[config.mk]
export PLATFORM = sky130hd
export DESIGN_NAME = imem_arbiter
export DESIGN_NICKNAME = d
export VERILOG_FILES = /design/src/rtl/imem_arb_pkg.sv /design/src/rtl/imem_rsp_slot.sv /design/src/rtl/imem_arbiter.sv
export SDC_FILE = /design/constraint.sdc
export NUM_CORES = 1
export LEC_CHECK = 0
export CAP_MARGIN = 40
export CORE_ASPECT_RATIO = 0.5
export CORE_MARGIN = 2
export CORE_UTILIZATION = 45
export DETAILED_ROUTE_END_ITERATION = 8
export GPL_ROUTABILITY_DRIVEN = 0
export PLACE_DENSITY = 0.8
export RECOVER_POWER = 50
export SLEW_MARGIN = 20
export SYNTH_ARGS = -nofsm -noshare
export SYNTH_HDL_FRONTEND = slang
export SYNTH_SLANG_ARGS = --single-unit
[constraint.sdc]
create_clock -name clock -period 1.94 [get_ports clock]
set_input_delay 0.291 -clock clock [delete_from_list [all_inputs] [get_ports clock]]
set_output_delay 0.291 -clock clock [all_outputs]
set_load 0.005 [all_outputs]
[src/rtl/imem_arb_pkg.sv]
// Shared definitions for the two-port instruction-memory arbiter.
// Latency: n/a (types and constants only).
// Backpressure: n/a.
// Contents: requester count, requester index type, named requester indices.
package imem_arb_pkg;

  localparam int NUM_REQ = 2;

  typedef logic [$clog2(NUM_REQ)-1:0] req_idx_t;

  localparam req_idx_t REQ_CPU = 1'b0;
  localparam req_idx_t REQ_DBG = 1'b1;

endpackage

[src/rtl/imem_rsp_slot.sv]
// Per-requester response slot: tracks the outstanding read, holds ROM data on stall.
// Latency: response valid exactly one cycle after grant_i.
// Backpressure: rsp_ready_i low parks rom_q in a holding register until accepted.
// Ports:
//   clock_i, reset_i   : clock, synchronous active-high reset
//   grant_i            : this requester is granted the ROM this cycle
//   rsp_ready_i        : consumer accepts the response this cycle
//   rom_q_i            : ROM read data (valid the cycle after grant)
//   rsp_valid_o/_data_o: response to the consumer
//   eligible_o         : slot can accept a new grant this cycle
module imem_rsp_slot (
  input  logic        clock_i,
  input  logic        reset_i,
  input  logic        grant_i,
  input  logic        rsp_ready_i,
  input  logic [31:0] rom_q_i,
  output logic        rsp_valid_o,
  output logic [31:0] rsp_data_o,
  output logic        eligible_o
);

  // pend_q: ROM data for this slot is on rom_q_i now.
  // hold_q: data was not accepted when it arrived and lives in hold_dat_q.
  // The two are exclusive because a grant needs the slot to be free or draining.
  logic        pend_q, pend_d;
  logic        hold_q, hold_d;
  logic [31:0] hold_dat_q, hold_dat_d;

  assign rsp_valid_o = pend_q | hold_q;
  assign rsp_data_o  = hold_q ? hold_dat_q : rom_q_i;
  assign eligible_o  = !rsp_valid_o || rsp_ready_i;

  always_comb begin
    pend_d     = grant_i;
    hold_d     = rsp_valid_o && !rsp_ready_i;
    hold_dat_d = hold_dat_q;
    // Capture only on arrival; an already-held word stays put.
    if (pend_q && !rsp_ready_i) begin
      hold_dat_d = rom_q_i;
    end
  end

  always_ff @(posedge clock_i) begin
    if (reset_i) begin
      pend_q     <= 1'b0;
      hold_q     <= 1'b0;
      hold_dat_q <= '0;
    end else begin
      pend_q     <= pend_d;
      hold_q     <= hold_d;
      hold_dat_q <= hold_dat_d;
    end
  end

endmodule

[src/rtl/imem_arbiter.sv]
// Round-robin arbiter sharing one synchronous instruction ROM between CPU and debug.
// Latency: grant combinational in the request cycle, response one cycle later.
// Backpressure: a requester with an unaccepted response is not granted; the other proceeds.
// Ports:
//   clock, reset           : clock, synchronous active-high reset
//   req_valid/req_addr0/1  : request strobes and byte addresses (0 = CPU, 1 = debug)
//   req_ready              : grant, high in the cycle a request is taken
//   rsp_valid/rsp_data0/1  : responses, rsp_ready from consumers
//   rom_address/rom_q      : synchronous ROM port
module imem_arbiter
  import imem_arb_pkg::*;
#(
  parameter int NBITS_TOP = 8
) (
  input  logic                 clock,
  input  logic                 reset,
  input  logic [1:0]           req_valid,
  input  logic [NBITS_TOP-1:0] req_addr0,
  input  logic [NBITS_TOP-1:0] req_addr1,
  output logic [1:0]           req_ready,
  output logic [1:0]           rsp_valid,
  output logic [31:0]          rsp_data0,
  output logic [31:0]          rsp_data1,
  input  logic [1:0]           rsp_ready,
  output logic [NBITS_TOP-1:0] rom_address,
  input  logic [31:0]          rom_q
);

  logic [NUM_REQ-1:0]   eligible;
  logic [NUM_REQ-1:0]   cand;
  req_idx_t             fav_q, fav_d;    // requester that wins a tie
  logic [NBITS_TOP-1:0] addr_q, addr_d;  // last address presented to the ROM
  logic [31:0]          slot_data [NUM_REQ];

  always_comb begin
    cand        = req_valid & eligible;
    req_ready   = '0;
    fav_d       = fav_q;
    addr_d      = addr_q;
    rom_address = addr_q;

    if (!reset) begin
      if (&cand) begin
        req_ready[fav_q] = 1'b1;
      end else begin
        req_ready = cand;
      end
    end

    // The loser of the next tie is whoever was just served.
    if (req_ready[REQ_CPU]) begin
      fav_d       = REQ_DBG;
      addr_d      = req_addr0;
      rom_address = req_addr0;
    end else if (req_ready[REQ_DBG]) begin
      fav_d       = REQ_CPU;
      addr_d      = req_addr1;
      rom_address = req_addr1;
    end
  end

  always_ff @(posedge clock) begin
    if (reset) begin
      fav_q  <= REQ_CPU;
      addr_q <= '0;
    end else begin
      fav_q  <= fav_d;
      addr_q <= addr_d;
    end
  end

  for (genvar i = 0; i < NUM_REQ; i++) begin : g_slot
    imem_rsp_slot u_slot (
      .clock_i     (clock),
      .reset_i     (reset),
      .grant_i     (req_ready[i]),
      .rsp_ready_i (rsp_ready[i]),
      .rom_q_i     (rom_q),
      .rsp_valid_o (rsp_valid[i]),
      .rsp_data_o  (slot_data[i]),
      .eligible_o  (eligible[i])
    );
  end

  assign rsp_data0 = slot_data[REQ_CPU];
  assign rsp_data1 = slot_data[REQ_DBG];

endmodule
==> Word level (Yosys, flattened, before mapping) <==
Cells that the tools add are included.
{ "op_classes": {"n_lt_le_gt_ge": 2, "mux": 10, "bitwise": 3, "reduce_logical": 13} }
{ "ops": {"columns": ["operator", "count"], "rows": [
  ["$mux W32", 2],
  ["$mux W8", 2],
  ["$logic_and A1 B1 Y1", 5],
  ["$logic_not A1 Y1", 4],
  ["$mux W2", 2],
  ["$mux W1", 3],
  ["$and A2 B2 Y2", 1],
  ["$logic_or A1 B1 Y1", 2],
  ["$lt A1 B2 Y1 const B", 1],
  ["$or A1 B1 Y1", 2],
  ["$reduce_and A2 Y1", 1],
  ["$reduce_bool A2 Y1", 1],
  ["$demux W1 S1", 1],
  ["$ge A1 B1 Y1 const B", 1]
]} }
{ "totals": {"regBits": 77, "output_inout_bits": 76, "word_cells": 36} }

==> Longest topological paths before layout <==
Gate-level depths: netlist of run 1.
{ "logic_depth": {"ltp_word": 9, "mapped_depth": 7} }

==> Modules after synthesis <==
From an unflattened synthesis of run 1, not the netlist that was laid out.
{ "unflattened": {"cells_unflattened": 441, "area_unflattened_um2": 4718.3} }
{ "by_module_without_submodules": {"columns": ["module", "instances", "cells_each", "area_each_um2"], "rows": [
  ["imem_rsp_slot", 2, 187, 2068.2],
  ["imem_arbiter", 1, 67, 581.8]
]} }

==> Least setup slack after synthesis of run 1 <==
No wires, ideal clock.
{ "synth_path": {"path_type": "flip-flop to output port", "start": "register g_slot[1].u_slot.hold_q", "end": "output req_ready[0]", "t_arrival_ns": 1.360, "required_time_ns": 1.649, "slack_ns": 0.289, "path_stages_with_launch": 7, "n_path_buf": 3, "cell_sequence": "dfxtp_1 > buf_6 > o21ba_1 > o211ai_2 > clkbuf_1 > inv_1 > buf_4"} }
{ "synth_between": {"elab_chain_len": 7} }
{ "synth_rtl": {"columns": ["item", "line_no", "rtl"], "rows": [
  ["start: declaration", "imem_rsp_slot.sv:26", "logic hold_q, hold_d;"],
  ["start signal: assignment", "imem_rsp_slot.sv:50", "hold_q <= hold_d;"],
  ["$or A1 B1 Y1", "imem_rsp_slot.sv:29", "assign rsp_valid_o = pend_q | hold_q;"],
  ["$logic_not A1 Y1", "imem_rsp_slot.sv:31", "assign eligible_o = !rsp_valid_o || rsp_ready_i;"],
  ["$logic_or A1 B1 Y1", "imem_rsp_slot.sv:31", null],
  ["$and A2 B2 Y2", "imem_arbiter.sv:36", "cand = req_valid & eligible;"],
  ["$reduce_and A2 Y1", "imem_arbiter.sv:43", "if (&cand) begin"],
  ["$mux W2", "imem_arbiter.sv:43", null],
  ["$mux W2", "imem_arbiter.sv:42", "if (!reset) begin"],
  ["end: declaration", "imem_arbiter.sv:20", "output logic [1:0] req_ready,"]
]} }
No other way between the ends.

==> Worst setup path in the final report of run 1 <==
{ "layout_path": {"start": "register g_slot[1].u_slot.pend_q", "end": "output rom_address[3]"} }
{ "layout_between": {"elab_chain_len": 9} }
{ "layout_rtl": {"columns": ["item", "line_no", "rtl"], "rows": [
  ["start: declaration", "imem_rsp_slot.sv:25", "logic pend_q, pend_d;"],
  ["start signal: assignment", "imem_rsp_slot.sv:49", "pend_q <= pend_d;"],
  ["$or A1 B1 Y1 (*)", "imem_rsp_slot.sv:29", null],
  ["$logic_not A1 Y1 (*)", "imem_rsp_slot.sv:31", null],
  ["$logic_or A1 B1 Y1 (*)", "imem_rsp_slot.sv:31", null],
  ["$and A2 B2 Y2 (*)", "imem_arbiter.sv:36", null],
  ["$reduce_and A2 Y1", "imem_arbiter.sv:43", null],
  ["$mux W2 (*)", "imem_arbiter.sv:43", null],
  ["$mux W2 (*)", "imem_arbiter.sv:42", null],
  ["$mux W8", "imem_arbiter.sv:55", "end else if (req_ready[REQ_DBG]) begin"],
  ["$mux W8 (*)", "imem_arbiter.sv:51", "if (req_ready[REQ_CPU]) begin"],
  ["end: declaration", "imem_arbiter.sv:25", "output logic [NBITS_TOP-1:0] rom_address,"]
]} }
Every way passes the cells marked *; elsewhere a longest branch is shown, timed or not.

==> key figures, run 1 <==
Layout
  • Final instance area: roughly 0.0057 mm^2
  • Ant diodes: 0
  • Share of layout cells above drive strength 1: 28.16%
  • Fin nets: 642
  • Most frequent cells in the layout: nand2_1 (137), dfxtp_1 (73), a21oi_1 (65), mux2_2 (55), clkdlybuf4s50_1 (49)
  • # fillers: around 590
  • Area growth from synthesis to layout: 58.00%
  • Commonest non-fill, non-tap cell in the layout: nand2_1
  • Finished Layout Cells: just over 700

Global route
  • Met2 Use GR: a little under half
  • GRT busiest layer: met2
  • Total grt overflow: 0
  • Initial antenna violation count: 0
  • Met1 Use GR: between 30% and 40%
  • Global-route usage over all layers: 25.88%
  • Global-route wire length before repair: roughly 17 mm
  • Pin count of the biggest net entering global routing: between 70 and 80
  • Number of global-route vias before repair: roughly 3,600
  • Met3 Use GR: ~7.3%

Synth
  • Synth Cell Area: around 0.0036 mm^2
  • Mapped Cells: roughly 430
  • Syn nets: 487
  • Synth cell types: 21
  • Register area share after synthesis: between 40% and 50%
  • Avg Cell Area, Syn: approximately 8.3 um^2
  • Register bit total from synthesis: between 70 and 80
  • Yosys warnings: 0

Setup path
  • Largest delay share family, worst path: compound AO/OA/AOI/OAI gates
  • WP buf/inv: 3
  • Worst Path Required: between 1.5 and 2 ns
  • Delay of the slowest cell on the worst path: between 0.3 and 0.4 ns
  • Crit path cell chain: o21ba_4 -> a311o_2 -> buf_6 -> inv_8 -> nand2_1 -> a31oi_1 -> buf_2
  • WS Path Type: register to output pin
  • Startpoint types: register
  • WP data arrival: between 1.5 and 2 ns
  • Crit-path max FO: 5
  • Slowest cell on crit path: a311o_2
  • Worst setup EP type: output pin

Floorplanning
  • Die Ht: between 60 and 70 um
  • Std-Cell Rows: 23
  • I/O pins: between 100 and 150
  • Die width: ~130 um
  • CORE AREA: roughly 0.008 mm^2
  • Initial core utilization: between 40% and 50%
  • Die ar.: between 0.008 and 0.009 mm^2

CTS
  • # H-tree levels: 3
  • TritonCTS Sinks: 77
  • # hold bufs at CTS: 0
  • TritonCTS clock tree: built
  • TritonCTS buffer count: 9
  • CTS root buf: clkbuf_16
  • Worst-case clock buffer depth: 2
  • Clock Latency Late Sink: between 0.3 and 0.4 ns
  • Clock-pin slew on the worst setup and hold paths: approximately 0.060 ns

Hold path
  • Worst hold path class: input pin to register

Power
  • Sw frac: about 25%
  • Lkg Pwr: between 2 and 2.5 nW
  • Switching power: ~0.001 W
  • Int Power: about 0.003 W
  • Gate power share: between 10% and 20%
  • Worst vdd ir: around 0.00044 V
  • Clock share of power: between 30 and 40%
  • Sequential share of power: between 40% and 50%
  • Power density cells: 707.5 mW/mm^2

Detailed routing
  • Vias: 3,582
  • DRT iter0 DRCs: roughly 190
  • DR WL/cell: ~16 um
  • Drt drc: 0
  • DRT antenna net count: 0
  • Drt pass-1 iters: 4
  • Vias per cell: approximately 5.1
  • Wirelength, routed: about 11 mm

Placed design
  • IO buf count: ~130
  • DP Area: 0.005097 mm^2
  • HPWL Detailed: approximately 6.6 mm
  • DP Cell Count: ~670

Timing
  • Post-route minimum period: ~2.1 ns
  • Final setup margin: -0.1852 ns
  • Least-Margin Pin Slew: 0.8100 ns
  • Max Clock Freq: approximately 470 MHz
  • Final Skew: about 0.0047 ns
  • Fin crit share: 109.5%
  • RSZ-0062 raised after global routing: yes
  • Worst rel slew slack: between 40 and 50%
  • Hold Violations, Final: 0
  • Final setup fails: 13
  • Max Slew Vio Count: 0

Run status
  • Status: complete, but fails checks
  • Failing checks: setup timing

Flow run
  • Max_cap viols: 0
## cell usage after synthesis (all sizes together)
master | n | share of area [%]
a311o | 1 | 0.28
a311oi | 9 | 2.4
a31oi | 8 | 1.4
mux2 | 64 | 20
inv | 5 | 0.66
or2 | 2 | 0.35
clkbuf | 27 | 2.8
nand2b | 4 | 0.69
dfxtp | 77 | 43
o21ba | 1 | 0.28
buf | 10 | 2.1
a21oi | 65 | 9.0
o211ai | 1 | 0.35
o21bai | 1 | 0.31
nor2 | 10 | 1.0
nand2 | 145 | 15
nor2b | 3 | 0.52
## logic make-up after synthesis
family                 synth area share, %
multiplexers                         19.99
AO/OA/AOI/OAI                        13.99
AND/OR/NAND/NOR                      17.70
buffers and inverters                5.554
flip-flops                           42.76
## per-stage QoR
step | total power [W] | setup slack [ns] | TNS [ns] | util [%] | hold WS, ns
2_1_floorplan | 0.002008 | 0.2890 | 0 | - | 0.4071
3_3_place_gp | 0.002449 | -0.5785 | -5.206 | 64.65 | 0.4388
3_5_place_dp | 0.002461 | -0.6010 | -5.483 | 64.65 | 0.4451
4_1_cts | 0.004009 | -0.1544 | -1.297 | 71.07 | 0.4098
5_1_grt | 0.004182 | -0.2564 | -1.846 | 72.23 | 0.4167
6_report | 0.004029 | -0.1852 | -1.099 | 72.23 | 0.4188
## registers in the layout, summed over array words and instances (netlist names)
register,cells
g_slot.u_slot.hold_q,2
fav_q,1
addr_q,8
g_slot.u_slot.hold_dat_q,64
g_slot.u_slot.pend_q,2
## area by class of cell
type,instances,area [um^2],area share (%)
repair buffers,180,1715,30.12
clock inverters,1,5.005,0.08787
clock buffers,15,267.8,4.701
well taps,112,140.1,2.460
repair inverters,1,3.754,0.06591
multi-input cells,314,1988,34.91
inverters,5,26.28,0.4613
flip-flops and latches,77,1549,27.20
## worst reg2reg max path, delay by kind of cell, from the launching register on
kind | cells | cell delay [ns]
and+or+nand+nor | 1 | 0.06
DFF | 1 | 0.34
buffers and inverters | 5 | 0.63
AOI/OAI and AO/OA | 3 | 0.61
## power by group through the flow
stage | registers, W | clock network [W] | logic (W)
after CTS | 0.00168 | 0.00158 | 0.000756
after global routing | 0.00168 | 0.00166 | 0.000844
after floorplan | 0.00170 | 0 | 0.000312
after global placement | 0.00170 | 0 | 0.000746
after detailed placement | 0.00171 | 0 | 0.000756
final | 0.00168 | 0.00157 | 0.000788
## per-layer routing
layer | up-vias | routed length (um)
met2 | 80 | 5691
met4 | 0 | 220
met3 | 21 | 431
met5 | - | 0
met1 | 1700 | 4980
li1 | 1781 | -
## worst paths after layout
kind / slack (ns) / start / cells past startpoint / end
worst min register to register: 0.45 / g_slot[0].u_slot.hold_dat_q[29] / 2 / g_slot[0].u_slot.hold_dat_q[29]
worst max-delay path: -0.19 / g_slot[1].u_slot.pend_q / 7 / rom_address[3]
worst max register to register: 0.21 / g_slot[0].u_slot.hold_q / 9 / addr_q[1]
worst min-delay path: 0.42 / req_valid[1] / 3 / fav_q
## repair_timing
| action | 4_1_cts | 5_1_grt |
|---|---|---|
| gates resized for setup | 149 | 44 |
| setup buffers | 13 | 3 |
| gates cloned | 6 | 0 |
| pin swaps | 16 | 5 |
| setup endpoints to repair | 76 | 12 |
No activity file was read; power rests on OpenSTA's default activity.
==> run 2, diff against run 1 <==
--- a/config.mk
+++ b/config.mk
@@ -8,12 +8,13 @@
 export CAP_MARGIN = 40
 export CORE_ASPECT_RATIO = 0.5
 export CORE_MARGIN = 2
-export CORE_UTILIZATION = 45
+export CORE_UTILIZATION = 55
 export DETAILED_ROUTE_END_ITERATION = 8
+export DONT_BUFFER_PORTS = 1
 export GPL_ROUTABILITY_DRIVEN = 0
-export PLACE_DENSITY = 0.8
+export PLACE_DENSITY = 0.73
 export RECOVER_POWER = 50
-export SLEW_MARGIN = 20
+export SLEW_MARGIN = 5
 export SYNTH_ARGS = -nofsm -noshare
 export SYNTH_HDL_FRONTEND = slang
 export SYNTH_SLANG_ARGS = --single-unit
==> run 2 against run 1 <==
First-iteration DRC count is 10% higher. Critical path type unchanged. Count of clock-buffer cells in the layout decreased by 3. Routed wire length fell by 20%. Via count fell by 16%. Combinational power down 46%. Utilization decreased by 4.6 points. Die area is 17% lower. The run still ends with setup timing left. Critical endpoint is now rom_address[1]. Clock power grew 20%. Sequential cell count stayed put. Sequential power hardly changed. Register-to-register slack gained 0.16 ns.
==> key figures, run 2 (synthesis gave the netlist of run 1 again) <==
Run status
  • Status: complete, but fails checks
  • Failing checks: setup timing

Power
  • Gate power share: 10.6% (-9.0 points)
  • Total power draw: 0.003993 W (-0.90%)
  • Clock share of power: 47.5% (+8.6 points)
  • Switching power: 0.0008645 W (-13%)
  • Int Power: 0.003129 W (+3.2%)
  • Sequential share of power: 42.0% (+0.4 points)
  • Worst vdd ir: 0.0005777 V (+32%)
  • Sw frac: 21.65% (-3.1 points)
  • Power density cells: 951.0 mW/mm^2 (+34%)
  • Lkg Pwr: 1.462 nW (-36%)

Hold path
  • Hold depth: 1 (-2)
  • Hold_sp: reset
  • Hold Path End: g_slot[1].u_slot.hold_dat_q[8]
  • Worst hold path class: input pin to register

Placed design
  • Setup slack after placement: 0.2069 ns (+0.8079 ns)
  • IO buf count: 0 (-100%)
  • DP Cell Count: 495 (-26%)
  • DP Area: 0.003626 mm^2 (-29%)
  • HPWL Detailed: 5.451 mm (-17%)

CTS
  • Worst-case clock buffer depth: 2 (unchanged)
  • Clock-pin slew on the worst setup and hold paths: 0.06 ns (about the same)
  • TritonCTS Sinks: 77 (unchanged)
  • TritonCTS buffer count: 9 (unchanged)
  • CTS root buf: clkbuf_16
  • TritonCTS clock tree: built
  • # H-tree levels: 3 (unchanged)
  • Clock Latency Late Sink: 0.33 ns (about the same)
  • # hold bufs at CTS: 0 (unchanged)

Setup path
  • Worst Path Required: 1.65 ns (about the same)
  • R2R Setup Slk: 0.37 ns (+0.16 ns)
  • Delay of the slowest cell on the worst path: 0.32 ns (-0.05 ns)
  • Largest delay share family, worst path: compound AO/OA/AOI/OAI gates
  • WS Path Type: register to output pin
  • Crit-path max FO: 23 (+18)
  • R2r endpoint: addr_q[3]
  • Worst setup EP type: output pin
  • WP buf/inv: 1 (-2)
  • Crit path cell chain: o21ba_4 -> o211ai_2 -> buf_6 -> nor2_1 -> a31oi_4
  • FF-to-FF Start: g_slot[1].u_slot.hold_q
  • Startpoint types: register
  • Reg2reg path depth: 5 (-4)
  • Slowest cell on crit path: dfxtp_2
  • WP data arrival: 1.67 ns (-0.16 ns)

Layout
  • Commonest non-fill, non-tap cell in the layout: nand2_1
  • Fin nets: 476 (-26%)
  • Largest regs: g_slot.u_slot.hold_dat_q (64), addr_q (8)
  • Max reg flops: 64 (unchanged)
  • Top reg by flops: g_slot.u_slot.hold_dat_q
  • Area growth from synthesis to layout: 16.49%
  • Most frequent cells in the layout: nand2_1 (129), dfxtp_1 (74), a21oi_1 (65), mux2_2 (64), nand2_2 (11)
  • Share of layout cells above drive strength 1: 30.44% (+2.3 points)
  • Finished Layout Cells: 515 (-27%)
  • Final instance area: 0.004199 mm^2 (-26%)
  • Ant diodes: 0 (unchanged)

Timing
  • RSZ-0062 raised after global routing: yes
  • Max Clock Freq: 511.1 MHz (+8.6%)
  • Hold Violations, Final: 0 (unchanged)
  • Hold_ws: 0.04018 ns (-0.3786 ns)
  • Worst rel slew slack: 53.30% (+7.3 points)
  • Final setup fails: 5 (-8)
  • Post-route minimum period: 1.956 ns (-0.1687 ns)
  • Final Skew: 0.005906 ns (+0.001173 ns)
  • Max Slew Vio Count: 0 (unchanged)
  • Final setup margin: -0.01646 ns (+0.1687 ns)
  • Fin crit share: 100.8% (-8.7 points)
  • Least-Margin Pin Slew: 0.7006 ns (-0.1094 ns)

Detailed routing
  • WL met2: 4.521 mm (-21%)
  • Max Used Layer: met4
  • DRT iter0 DRCs: 212 (+10%)
  • Drt drc: 0 (unchanged)
  • Vias per cell: 5.876 (+16%)
  • Wl on met1: 3.789 mm (-24%)
  • Wirelength, routed: 9.069 mm (-20%)
  • Vias: 3,026 (-16%)
  • Routed wl met3: 628 um (+46%)
  • DRT antenna net count: 0 (unchanged)
  • DR WL/cell: 17.61 um (+9.6%)
  • Drt pass-1 iters: 4 (unchanged)

Floorplanning
  • CORE AREA: 0.006206 mm^2 (-21%)
  • I/O pins: 130 (unchanged)
  • Die ar.: 0.007257 mm^2 (-17%)
  • Initial core utilization: 58.08% (+12 points)
  • Die Ht: 61.25 um (-9.0%)
  • Die width: 118.5 um (-9.3%)
  • Std-Cell Rows: 20 (-13%)

Global route
  • Total grt overflow: 0 (unchanged)
  • Number of global-route vias before repair: 2,816 (-22%)
  • Pin count of the biggest net entering global routing: 78 (+2.6%)
  • Initial antenna violation count: 0 (unchanged)
  • Global-route usage over all layers: 23.00% (-2.9 points)
  • Global-route wire length before repair: 13.12 mm (-24%)

Flow run
  • Max_cap viols: 0 (unchanged)
[run 2: cell count changes in the layout (fill, tap and decap cells not counted), moves of 12 or more]
cell	previous run	this run
buf_2	12	0
clkdlybuf4s50_1	49	0
clkdlybuf4s15_1	22	0
dlygate4sd2_1	40	0
buf_4	31	9
[run 2: power by group through the flow]
stage | logic (W) | registers [W] | clock network [W]
6_report | 0.000423 | 0.00168 | 0.00189
2_1_floorplan | 0.000312 | 0.00170 | 0
3_5_place_dp | 0.000342 | 0.00171 | 0
4_1_cts | 0.000352 | 0.00167 | 0.00192
5_1_grt | 0.000453 | 0.00168 | 0.00199
3_3_place_gp | 0.000330 | 0.00170 | 0
[run 2: layout make-up]
cell class,instances,area [um^2]
clock buffers,12,246.5
clock inverters,4,95.09
fillers,472,2007
inverters,5,23.77
multi-input cells,314,2061
flip-flops and latches,77,1545
well taps,88,110.1
repair buffers,14,111.4
repair inverters,1,6.256
[run 2: worst max path at each step]
stage,start,endpoint,cells past startpoint,slack (ns)
floorplan,g_slot[1].u_slot.hold_q,req_ready[0],6,0.29
global placement,rsp_ready[0],rom_address[7],5,0.21
detailed placement,rsp_ready[0],rom_address[0],5,0.21
CTS,g_slot[1].u_slot.pend_q,rom_address[7],5,-0.04
global route,g_slot[1].u_slot.hold_q,rom_address[1],5,-0.08
finish,g_slot[1].u_slot.hold_q,rom_address[1],5,-0.02
[run 2: layer usage]
layer  GRT usage, %  vias to the layer above
li1               -                     1436
met1          26.82                     1450
met2          41.12                      127
met3          7.037                       13
met4          9.864                        0
met5              0                        -
[run 2: per-stage QoR]
step	utilization [%]	TNS [ns]
6_report	67.66	-0.05668
5_1_grt	67.66	-0.4503
4_1_cts	64.42	-0.1832
3_5_place_dp	58.43	0
3_3_place_gp	58.43	0
2_1_floorplan	-	0
[run 2: repair_timing]
item | in CTS | in global routing
gates resized for setup | 2 | 46
cloned | 0 | 1
endpoints found under the setup margin | 8 | 8
setup buffers | 3 | 0
pin swaps | 1 | 12
